### config.mk
export PLATFORM = sky130hd
export DESIGN_NAME = counter_sweep_ctrl
export DESIGN_NICKNAME = d
export VERILOG_FILES = /design/src/rtl/counter_sweep_ctrl.sv
export SDC_FILE = /design/constraint.sdc
export NUM_CORES = 1
export LEC_CHECK = 0
export ABC_AREA = 1
export CAP_MARGIN = 20
export CORE_ASPECT_RATIO = 1.1
export CORE_UTILIZATION = 54
export DETAILED_ROUTE_END_ITERATION = 12
export PLACE_DENSITY = 0.95
export SLEW_MARGIN = 10
export SYNTH_ARGS = -nofsm -noshare
export SYNTH_HDL_FRONTEND = slang
export SYNTH_SLANG_ARGS = --single-unit
### constraint.sdc
create_clock -name clk -period 4.28 [get_ports clk]
set_input_delay 1.284 -clock clk [delete_from_list [all_inputs] [get_ports clk]]
set_output_delay 1.284 -clock clk [all_outputs]
set_load 0.01 [all_outputs]
### src/rtl/counter_sweep_ctrl.sv
// Sweep sequencer for an external up/down/load counter: loads lo, counts up to hi,
// back down to lo, repeated for a captured number of sweeps, then pulses done.
module counter_sweep_ctrl #(
    parameter int BITS     = 4,
    parameter int CYC_BITS = 8
) (
    input  logic                clk,
    input  logic                reset,
    input  logic                start,
    input  logic                abort,
    input  logic [BITS-1:0]     lo,
    input  logic [BITS-1:0]     hi,
    input  logic [CYC_BITS-1:0] cycles,
    output logic                busy,
    output logic                done,
    output logic                err,
    output logic [CYC_BITS-1:0] cur_cycle,
    output logic                cnt_up,
    output logic                cnt_en,
    output logic                cnt_load,
    output logic [BITS-1:0]     cnt_d,
    input  logic [BITS-1:0]     cnt_q
);

    typedef enum logic [2:0] {
        S_IDLE,
        S_LOAD,
        S_UP,
        S_DOWN,
        S_DONE
    } state_t;

    state_t              r_state;
    state_t              w_state_nxt;
    logic [BITS-1:0]     r_lo;
    logic [BITS-1:0]     r_hi;
    logic [CYC_BITS-1:0] r_cyc;
    logic [CYC_BITS-1:0] r_cur_cycle;
    logic                r_err;

    logic                w_cfg_bad;
    logic                w_at_hi;
    logic                w_at_lo;
    logic [CYC_BITS-1:0] w_cyc_inc;
    logic                w_last_sweep;

    // Bad config is judged on the live inputs, since that is what gets captured.
    assign w_cfg_bad    = (lo >= hi) || (cycles == '0);
    assign w_at_hi      = (cnt_q == r_hi);
    assign w_at_lo      = (cnt_q == r_lo);
    assign w_cyc_inc    = r_cur_cycle + CYC_BITS'(1);
    assign w_last_sweep = (w_cyc_inc == r_cyc);
    assign cur_cycle    = r_cur_cycle;

    // NOTE: every always_comb output gets a default first so no path infers a latch.
    always_comb begin
        w_state_nxt = r_state;
        case (r_state)
            S_IDLE: begin
                if (start) begin
                    w_state_nxt = w_cfg_bad ? S_DONE : S_LOAD;
                end
            end
            S_LOAD: w_state_nxt = abort ? S_DONE : S_UP;
            S_UP: begin
                if (abort) begin
                    w_state_nxt = S_DONE;
                end else if (w_at_hi) begin
                    w_state_nxt = S_DOWN;
                end
            end
            S_DOWN: begin
                if (abort) begin
                    w_state_nxt = S_DONE;
                end else if (w_at_lo) begin
                    w_state_nxt = w_last_sweep ? S_DONE : S_UP;
                end
            end
            S_DONE:  w_state_nxt = S_IDLE;
            default: w_state_nxt = S_IDLE;
        endcase
    end

    always_comb begin
        busy     = 1'b0;
        done     = 1'b0;
        err      = 1'b0;
        cnt_up   = 1'b0;
        cnt_en   = 1'b0;
        cnt_load = 1'b0;
        cnt_d    = '0;
        case (r_state)
            S_LOAD: begin
                busy     = 1'b1;
                cnt_load = !abort;
                cnt_d    = r_lo;
            end
            S_UP: begin
                busy   = 1'b1;
                cnt_up = 1'b1;
                cnt_en = !w_at_hi && !abort;
            end
            S_DOWN: begin
                busy   = 1'b1;
                cnt_en = !w_at_lo && !abort;
            end
            S_DONE: begin
                done = 1'b1;
                err  = r_err;
            end
            default: ;
        endcase
    end

    // NOTE: sequential state uses non-blocking assignments so all registers update together.
    always_ff @(posedge clk) begin
        if (reset) begin
            r_state     <= S_IDLE;
            r_lo        <= '0;
            r_hi        <= '0;
            r_cyc       <= '0;
            r_cur_cycle <= '0;
            r_err       <= 1'b0;
        end else begin
            r_state <= w_state_nxt;
            if (r_state == S_IDLE && start) begin
                r_lo        <= lo;
                r_hi        <= hi;
                r_cyc       <= cycles;
                r_cur_cycle <= '0;
                r_err       <= w_cfg_bad;
            end
            // Sweep completes when the down-count reaches lo; saturate at the target.
            if (r_state == S_DOWN && !abort && w_at_lo && r_cur_cycle != r_cyc) begin
                r_cur_cycle <= w_cyc_inc;
            end
        end
    end

endmodule
==> results.py, run 1 <==
metrics = {
    "placed_design": {
        "gp_congestion": 0.921,
        "portBuffers": 41,
        "dp_hpwl_um": 3310,
    },
    "global_route": {
        "grt_pass1_vias": 1803,
        "grt_use_total_pct": 25.4,
        "grt.overflow.total": 0,
        "antenna_found_initial": 0,
        "grt_pass1_wl_um": 7310,
        "grt_max_degree": 24,
    },
    "floorplan": {
        "die_width_um": 57.3,
        "fp.dieH_um": 62.8,
        "dieArea_um2": 3600,
        "start_util_pct": 58.1,
        "row_count": 21,
        "ios": 42,
        "core_area_um2": 3130,
    },
    "power_and_ir_drop": {
        "ir_worst_vdd_mv": 0.209,
        "switching_power_mw": 0.239,
        "swShare_pct": 35.2,
        "clock_power_share_pct": 19.0,
        "combPwrFrac_pct": 34.4,
        "finalPower_mw": 0.678,
        "seqPwrFrac_pct": 46.7,
        "p_leak_nw": 1.05,
        "power_density_nw_per_um2": 298,
        "internal_power_mw": 0.439,
    },
    "logic_synthesis": {
        "synth-seq-cells": 28,
        "synth_area_per_cell_um2": 6.26,
        "syn_nets": 319,
        "async_flop_share_pct": 0,
        "synth-edff-count": 0,
        "syn-cell-area_um2": 1820,
        "synth_ff_type": "dfxtp_1",
        "ys_warn_count": 0,
        "yosysTopAreaCell": "dfxtp_1",
        "synth_common_cells": "65 x nand2_1, 49 x nor2_1, 44 x inv_1",
        "yosysTopAreaCellShare_pct": 30.9,
        "yosysSeqAreaShare_pct": 30.9,
        "synth_area_leaders": "dfxtp_1 31%, nand2_1 13%, nor2_1 10%",
        "synth.most_common_cell": "nand2_1",
        "yosysUniqueCellTypes": 25,
        "syn_inst": 290,
    },
    "timing": {
        "fin_crit_sh_pct": 95.5,
        "rsz0062_at_grt": "false",
        "hold_viol": 0,
        "slew_headroom_pct": 71.0,
        "setup_viol": 0,
        "final_max_slew_viol_count": 0,
        "fmax_ghz": 0.245,
        "finalSetupTns_ps": 0,
        "worstMarginPinSlew_ps": 435,
        "fin_worst_skew_ps": 3.96,
        "min_period_ps": 4090,
    },
    "clock_tree": {
        "cts_tree": "done",
        "insertion_delay_ps": 330,
        "post_cts_buffers": 0,
        "clkTransAtPathRegs_ps": 140,
        "clockBufferDepth": 2,
        "cts_buffers": 3,
        "cts_hold_buf": 0,
        "root_buffer": "clkbuf_4",
        "cts.sinks": 28,
        "postCtsResizedCells": 0,
        "htreeDepth": 1,
    },
    "layout": {
        "area_growth_syn_to_layout_pct": 25.5,
        "n_fill_cell": 271,
        "drive_above_1_share_pct": 4.85,
        "final_nets": 360,
        "multi_input_area_um2": 1050,
        "antenna_cells": 0,
        "ff_latch_area_um2": 561,
    },
    "worst_setup_path": {
        "critPathRequiredTime_ps": 3000,
        "r2r_end": "cur_cycle[6]$_SDFFE_PP0P_",
        "cp_num_buf_inv": 4,
        "cp-startpoint": "cnt_q[0]",
        "worstPathArrival_ps": 2810,
        "cp_slowest_cell": "clkdlybuf4s50_1",
        "reg2reg_depth": 10,
        "crit_type": "input port to primary output",
        "worstPathMaxFanout": 3,
        "reg2reg_slack_ps": 2450,
        "path_delay_family": "buffers and inverters",
        "startpoint_type": "input port",
        "crit_chain": "clkdlybuf4s50_1 -> inv_2 -> nand2_1 -> nand2_1 -> nor2_2 -> nand3_2 -> nand3_1 -> inv_1 -> clkdlybuf4s50_1",
        "worst_r2r_startpoint": "r_state[0]$_SDFFE_PP0P_",
        "cp-end-kind": "primary output",
        "cpPeakStageDelay_ps": 510,
    },
    "outcome": {
        "violations": "DRC",
        "outcome": "complete, but fails checks",
    },
    "detailed_routing": {
        "dr.pass1.iters": 8,
        "vias": 1930,
        "postRouteAntennaNets": 0,
        "drc_errors": 4,
        "wl_per_cell_um": 11.6,
        "wl_um": 4210,
        "drt-initial-drc-count": 91,
        "via_per_inst": 5.30,
    },
    "worst_hold_path": {
        "min-delay-path-class": "flip-flop to flip-flop",
        "hold_path_end": "r_hi[0]$_SDFFE_PP0P_",
        "holdPathStages": 2,
        "min_from": "r_hi[0]$_SDFFE_PP0P_",
    },
    "flow_run": {
        "cap_viol_max_count": 0,
    },
}
## layout by cell type, fill, tap and decap left out, types with 4 or more instances in the layout
| cell | netlist | final |
|---|---|---|
| a21oi_1 | 19 | 19 |
| clkdlybuf4s50_1 | 0 | 41 |
| dfxtp_1 | 28 | 28 |
| ha_1 | 5 | 5 |
| inv_1 | 44 | 44 |
| nand2_1 | 65 | 65 |
| nand3_1 | 21 | 21 |
| nor2_1 | 49 | 49 |
| o21ai_0 | 19 | 19 |
| xnor2_1 | 8 | 8 |
| xor2_1 | 4 | 4 |
## area by class of cell
| type | count | share of cell area (%) |
|---|---|---|
| clock buffer | 4 | 1.59 |
| sequential | 28 | 24.6 |
| timing repair buffer | 42 | 18.3 |
| multi-input combinational | 210 | 46.0 |
| tap | 34 | 1.87 |
| inverter | 46 | 7.58 |
## state kept, by name, summed over array words and instances, names as in the netlist
signal / flops
r_cyc: 8
r_state: 3
r_err: 1
cur_cycle: 8
r_lo: 4
r_hi: 4
## routing by layer
layer / vias up / part of all wire (%) / global-route usage, %
li1: 986 / - / -
met1: 879 / 43 / 31.3
met2: 58 / 50 / 45.4
met3: 7 / 4.7 / 3.11
met4: 0 / 1.4 / 7.62
met5: - / 0 / 0
## worst max-delay path by stage
stage,endpoint,slack (ps),cells after the start
floorplan,cnt_en,1160,7
global placement,cnt_en,230,9
detailed placement,cnt_en,190,9
CTS,cnt_en,190,9
global route,cnt_en,90,9
finish,cnt_en,190,9
## kinds of logic (layout without fill, tap and decap cells)
group           Yosys count  after routing  share of synthesized area (%)
flops                    28             28                           30.9
fa+ha+maj                 5              5                           3.45
buf+inv                  52             92                           11.4
compound gates           40             40                           11.3
simple gates            153            153                           37.2
xor+xnor                 12             12                           5.79
## power by group through the flow
stage                     combinational (mW)  sequential [mW]  clock (mW)
after floorplan                        0.161            0.315           0
after global placement                 0.222            0.320           0
after detailed placement               0.231            0.322           0
after CTS                              0.232            0.316       0.133
after global routing                   0.264            0.320       0.142
final                                  0.233            0.316       0.129
## worst register-to-register path: cells and delay by family (launching register included)
family | cells | cell delay, ps
simple gates | 4 | 680
buf+inv | 4 | 520
flops | 1 | 400
compound gates | 2 | 160
## per-stage QoR
step | worst slack, ps | instance area (µm²) | std cells | util, % | hold slack (ps)
3_3_place_gp | 231 | 2240 | 360 | 71.7 | 470
6_report | 191 | 2280 | 364 | 72.9 | 496
3_5_place_dp | 188 | 2240 | 360 | 71.7 | 477
2_1_floorplan | 1160 | 1820 | 290 | - | 444
5_1_grt | 94.0 | 2280 | 364 | 72.9 | 507
4_1_cts | 188 | 2280 | 364 | 72.9 | 496
Power figures use the tool's default switching activity.
==> run 2: changes to the inputs <==
PLACE_DENSITY = 0.85   (was 0.95)
==> results.py, run 2 (synthesized netlist as in run 1, its figures left out) <==
metrics = {
    "outcome": {
        "outcome": "complete, but fails checks",
        "violations": "DRC",
    },
    "timing": {
        "slew_headroom_pct": 68.4,
        "setup_viol": 0,
        "rsz0062_at_grt": "false",
        "worstMarginPinSlew_ps": 474,
        "final.setup.worst_slack_ps": 164,
        "fin_worst_skew_ps": 11.5,
        "final_max_slew_viol_count": 0,
        "hold_viol": 0,
        "min_period_ps": 4120,
        "fin_crit_sh_pct": 96.2,
        "fmax_ghz": 0.243,
        "finalSetupTns_ps": 0,
    },
    "layout": {
        "multi_input_area_um2": 1050,
        "final_nets": 360,
        "drive_above_1_share_pct": 4.85,
        "layout_common_cells": "65 x nand2_1, 49 x nor2_1, 44 x inv_1",
        "ff_latch_area_um2": 561,
        "final_common_cell": "nand2_1",
        "n_fill_cell": 281,
        "area_growth_syn_to_layout_pct": 25.5,
        "stdcell_count": 364,
        "antenna_cells": 0,
    },
    "detailed_routing": {
        "postRouteAntennaNets": 0,
        "drc_errors": 2,
        "wl_um": 4320,
        "dr.pass1.iters": 8,
        "drt-initial-drc-count": 132,
        "vias": 1870,
        "wl_per_cell_um": 11.9,
        "via_per_inst": 5.14,
    },
    "clock_tree": {
        "clockBufferDepth": 2,
        "htreeDepth": 1,
        "post_cts_buffers": 0,
        "root_buffer": "clkbuf_4",
        "clkTransAtPathRegs_ps": 160,
        "cts_tree": "done",
        "cts.sinks": 28,
        "cts_hold_buf": 0,
        "postCtsResizedCells": 0,
        "insertion_delay_ps": 330,
        "cts_buffers": 3,
    },
    "floorplan": {
        "ios": 42,
        "fp.dieH_um": 62.8,
        "dieArea_um2": 3600,
        "row_count": 21,
        "die_width_um": 57.3,
        "start_util_pct": 58.1,
        "core_area_um2": 3130,
    },
    "worst_hold_path": {
        "min-delay-path-class": "flip-flop to flip-flop",
    },
    "power_and_ir_drop": {
        "p_leak_nw": 1.05,
        "power_density_nw_per_um2": 301,
        "ir_worst_vdd_mv": 0.197,
    },
    "global_route": {
        "grt_pass1_wl_um": 7740,
        "antenna_found_initial": 0,
        "grt_max_degree": 24,
        "grt.overflow.total": 0,
        "grt_use_total_pct": 26.6,
        "grt_pass1_vias": 1817,
    },
    "worst_setup_path": {
        "cp-end-kind": "primary output",
        "crit_type": "input port to primary output",
        "critPathRequiredTime_ps": 3000,
        "worstPathArrival_ps": 2830,
        "worstPathMaxFanout": 3,
        "startpoint_type": "input port",
    },
    "flow_run": {
        "cap_viol_max_count": 0,
    },
    "placed_design": {
        "portBuffers": 41,
        "dp_hpwl_um": 3270,
        "dp.cells": 360,
        "gp_congestion": 0.843,
        "dp_slack_ps": 188,
    },
}
==> run 2: layer usage <==
metal	track usage (%)	wire length [µm]	vias to the layer above	share of wire, %
met5	0	0	-	0
met4	8.54	39	0	0.90
met3	2.07	129	4	3.0
met2	45.9	2070	40	48
met1	34.8	2080	840	48
li1	-	-	986	-
==> run 2: final timing paths <==
check	startpoint	end	slack [ps]	depth (start not counted)
max	cnt_q[0]	cnt_en	160	9
min	r_cyc[4]$_SDFFE_PP0P_	r_cyc[4]$_SDFFE_PP0P_	510	2
max reg2reg	r_state[0]$_SDFFE_PP0P_	cur_cycle[6]$_SDFFE_PP0P_	2420	10
min reg2reg	r_cyc[4]$_SDFFE_PP0P_	r_cyc[4]$_SDFFE_PP0P_	510	2
==> run 2: worst max-delay path, cell delays in order <==
cell and delay, ps:
clkdlybuf4s50_1 510, inv_2 50, nand2_1 60, nand2_1 60, nor2_2 140, nand3_2 100
nand3_1 120, inv_1 40, clkdlybuf4s50_1 460
==> run 2: area by class of cell <==
cell class	count	share of cell area, %
multi-input combinational	210	46.0
sequential	28	24.6
timing repair buffer	42	18.3
inverter	46	7.58
tap	34	1.87
clock buffer	4	1.59
==> run 2: power breakdown <==
part           total, mW  internal (mW)  switching (mW)
Sequential         0.317          0.291          0.0254
Clock              0.134         0.0521          0.0816
Combinational      0.235         0.0958           0.140
==> run 2: metrics by stage <==
stage	power (mW)	hold WS [ps]	instance area (µm²)	util, %
2_1_floorplan	0.475	444	1820	-
3_3_place_gp	0.547	458	2240	71.7
3_5_place_dp	0.555	482	2240	71.7
4_1_cts	0.687	502	2280	72.9
5_1_grt	0.736	543	2280	72.9
6_report	0.686	506	2280	72.9
==> RTL change (config.mk and constraints of run 1) <==
The 5 states of `state_t` get a Gray code encoding in 3 bits.
--- a/src/rtl/counter_sweep_ctrl.sv
+++ b/src/rtl/counter_sweep_ctrl.sv
@@ -25,7 +25,7 @@
     typedef enum logic [2:0] {
-        S_IDLE,
-        S_LOAD,
-        S_UP,
-        S_DOWN,
-        S_DONE
+        S_IDLE = 3'b000,
+        S_LOAD = 3'b001,
+        S_UP   = 3'b011,
+        S_DOWN = 3'b010,
+        S_DONE = 3'b110
     } state_t;
Formal check against the unedited RTL: no difference found for any inputs over 10 cycles, from zero or initial values and one cycle with reset high; not proved beyond that.
==> RTL change against run 1 <==
Wire length is 3.0% lower; synthesized area fell by 5.5%; final cell count fell by 8.0%; synthesized cell count fell by 9.0%; critical path depth fell by 1; core utilization shrank 1.9 points; combinational power is 97% higher; final area down 5.0%; first-iteration DRC count decreased by 2.2%; maximum frequency decreased by 0.27%; worst setup slack lost 11 ps; total power grew 44%; sequential cell count did not move; critical endpoint unchanged.
==> RTL change: results (changes against run 1) <==
Placement
  – Placer Congestion: 0.850 (-7.7%)
  – DPL Wire Length: 3120 microns (-5.7%)
  – Dpl cells: 331 (-8.1%)
  – Place WS: 184 ps (-4.32 ps)

GRT
  – Vias in the first global route: 1596 (-11%)
  – First-pass GRT wire length: 6610 microns (-9.6%)
  – Largest net degree at the start of global routing: 28 (+17%)

Logic synthesis
  – Sequential share of the synthesized area: 32.7% (+1.8 points)
  – Commonest cells in the synthesized netlist: nand2_1, nor2_1, inv_1
  – Synth Net Count: 293 (-8.2%)
  – Top cells by area, synth: dfxtp_1, nand2_1, nor2_1, inv_1, a21oi_1
  – Mean Syn Cell Area: 6.50 sq um (+3.8%)
  – Compound-cell area share of the yosys netlist: 14.1% (+2.8 points)
  – Xor/xnor share of the synthesized area: 7.66% (+1.9 points)

Worst setup path
  – R2R depth: 6 (-4)
  – CP arrival: 2820 ps (about the same)
  – Worst Setup SP: cnt_q[1]
  – FF-to-FF setup slack: 2130 ps (-320 ps)

STA
  – Final Cycle Share: 95.8% (+0.26 points)
  – Clock skew: 5.17 ps (+1.22 ps)
  – Least-Margin Pin Slew: 665 ps (+230 ps)

Drt
  – Drt via density: 5.35 (+0.83%)
  – Avg WL per Cell: 12.2 microns (+5.4%)

Status
  – Status: finished, final reports clean

Cells and area
  – Share of layout cells above drive strength 1: 2.99% (-1.9 points)
==> RTL change: cell count changes after synthesis, sizes merged, moves of 2 or more <==
cell / run 1 / this run
a21oi: 19 / 22
and3: 2 / 0
clkbuf: 2 / 4
inv: 46 / 34
nand2: 66 / 51
nand3: 24 / 19
nand3b: 3 / 0
nor2: 53 / 45
nor3: 1 / 4
nor4: 0 / 2
o21ai: 19 / 22
xnor2: 8 / 11
==> RTL change: layer usage <==
metal	up-vias	part of all wire (%)	wire length (microns)	GRT usage, %
li1	920	-	-	-
met2	51	54	2190	48.0
met5	-	0	0	0
met4	0	0.66	27	11.8
met3	4	3.5	142	2.52
met1	816	42	1720	27.6
==> RTL change: through the flow <==
step           instance area (sq um)  hold slack [ps]
5_1_grt                         2160              529
3_3_place_gp                    2130              459
3_5_place_dp                    2130              473
4_1_cts                         2160              494
6_report                        2160              488
2_1_floorplan                   1720              444
==> RTL change: kinds of logic after synthesis <==
| family | count (synthesis) |
|---|---|
| adders and majority gates | 5 |
| and+or+nand+nor | 126 |
| buffers and inverters | 43 |
| DFF | 28 |
| xor gates and xnor gates | 15 |
| AOI/OAI and AO/OA | 47 |
==> RTL change: cell type report <==
cell class	count	share of cell area (%)
Clock buffer	4	1.68
Inverter	35	6.07
Multi-Input combinational cell	193	45.4
Sequential cell	28	25.9
Tap cell	34	1.97
Timing Repair Buffer	41	19.0
==> RTL change: power breakdown <==
part	internal, uW	switching, uW	leakage (uW)	total, uW
Sequential	329	54.5	0.000230	383
Clock	52.1	82.0	0.0000210	134
Combinational	187	274	0.000680	460
Total	567	410	0.000931	977
==> RTL change: worst min path at each step <==
stage	start	end	slack (ps)	cells past startpoint
after detailed placement	r_cyc[4]	r_cyc[4]	470	2
after CTS	r_cyc[4]	r_cyc[4]	490	2
after global placement	r_cyc[4]	r_cyc[4]	460	2
final	r_cyc[7]	r_cyc[7]	490	2
after floorplan	r_cyc[3]	r_cyc[3]	440	2
after global routing	r_cyc[7]	r_cyc[7]	530	2
==> RTL change: critical path, cell delays in order <==
cell	delay, ps
clkdlybuf4s50_1	460
xnor2_1	150
nand4_1	120
nand2_1	60
nand2_1	60
nand2_1	60
inv_1	90
clkdlybuf4s50_1	540
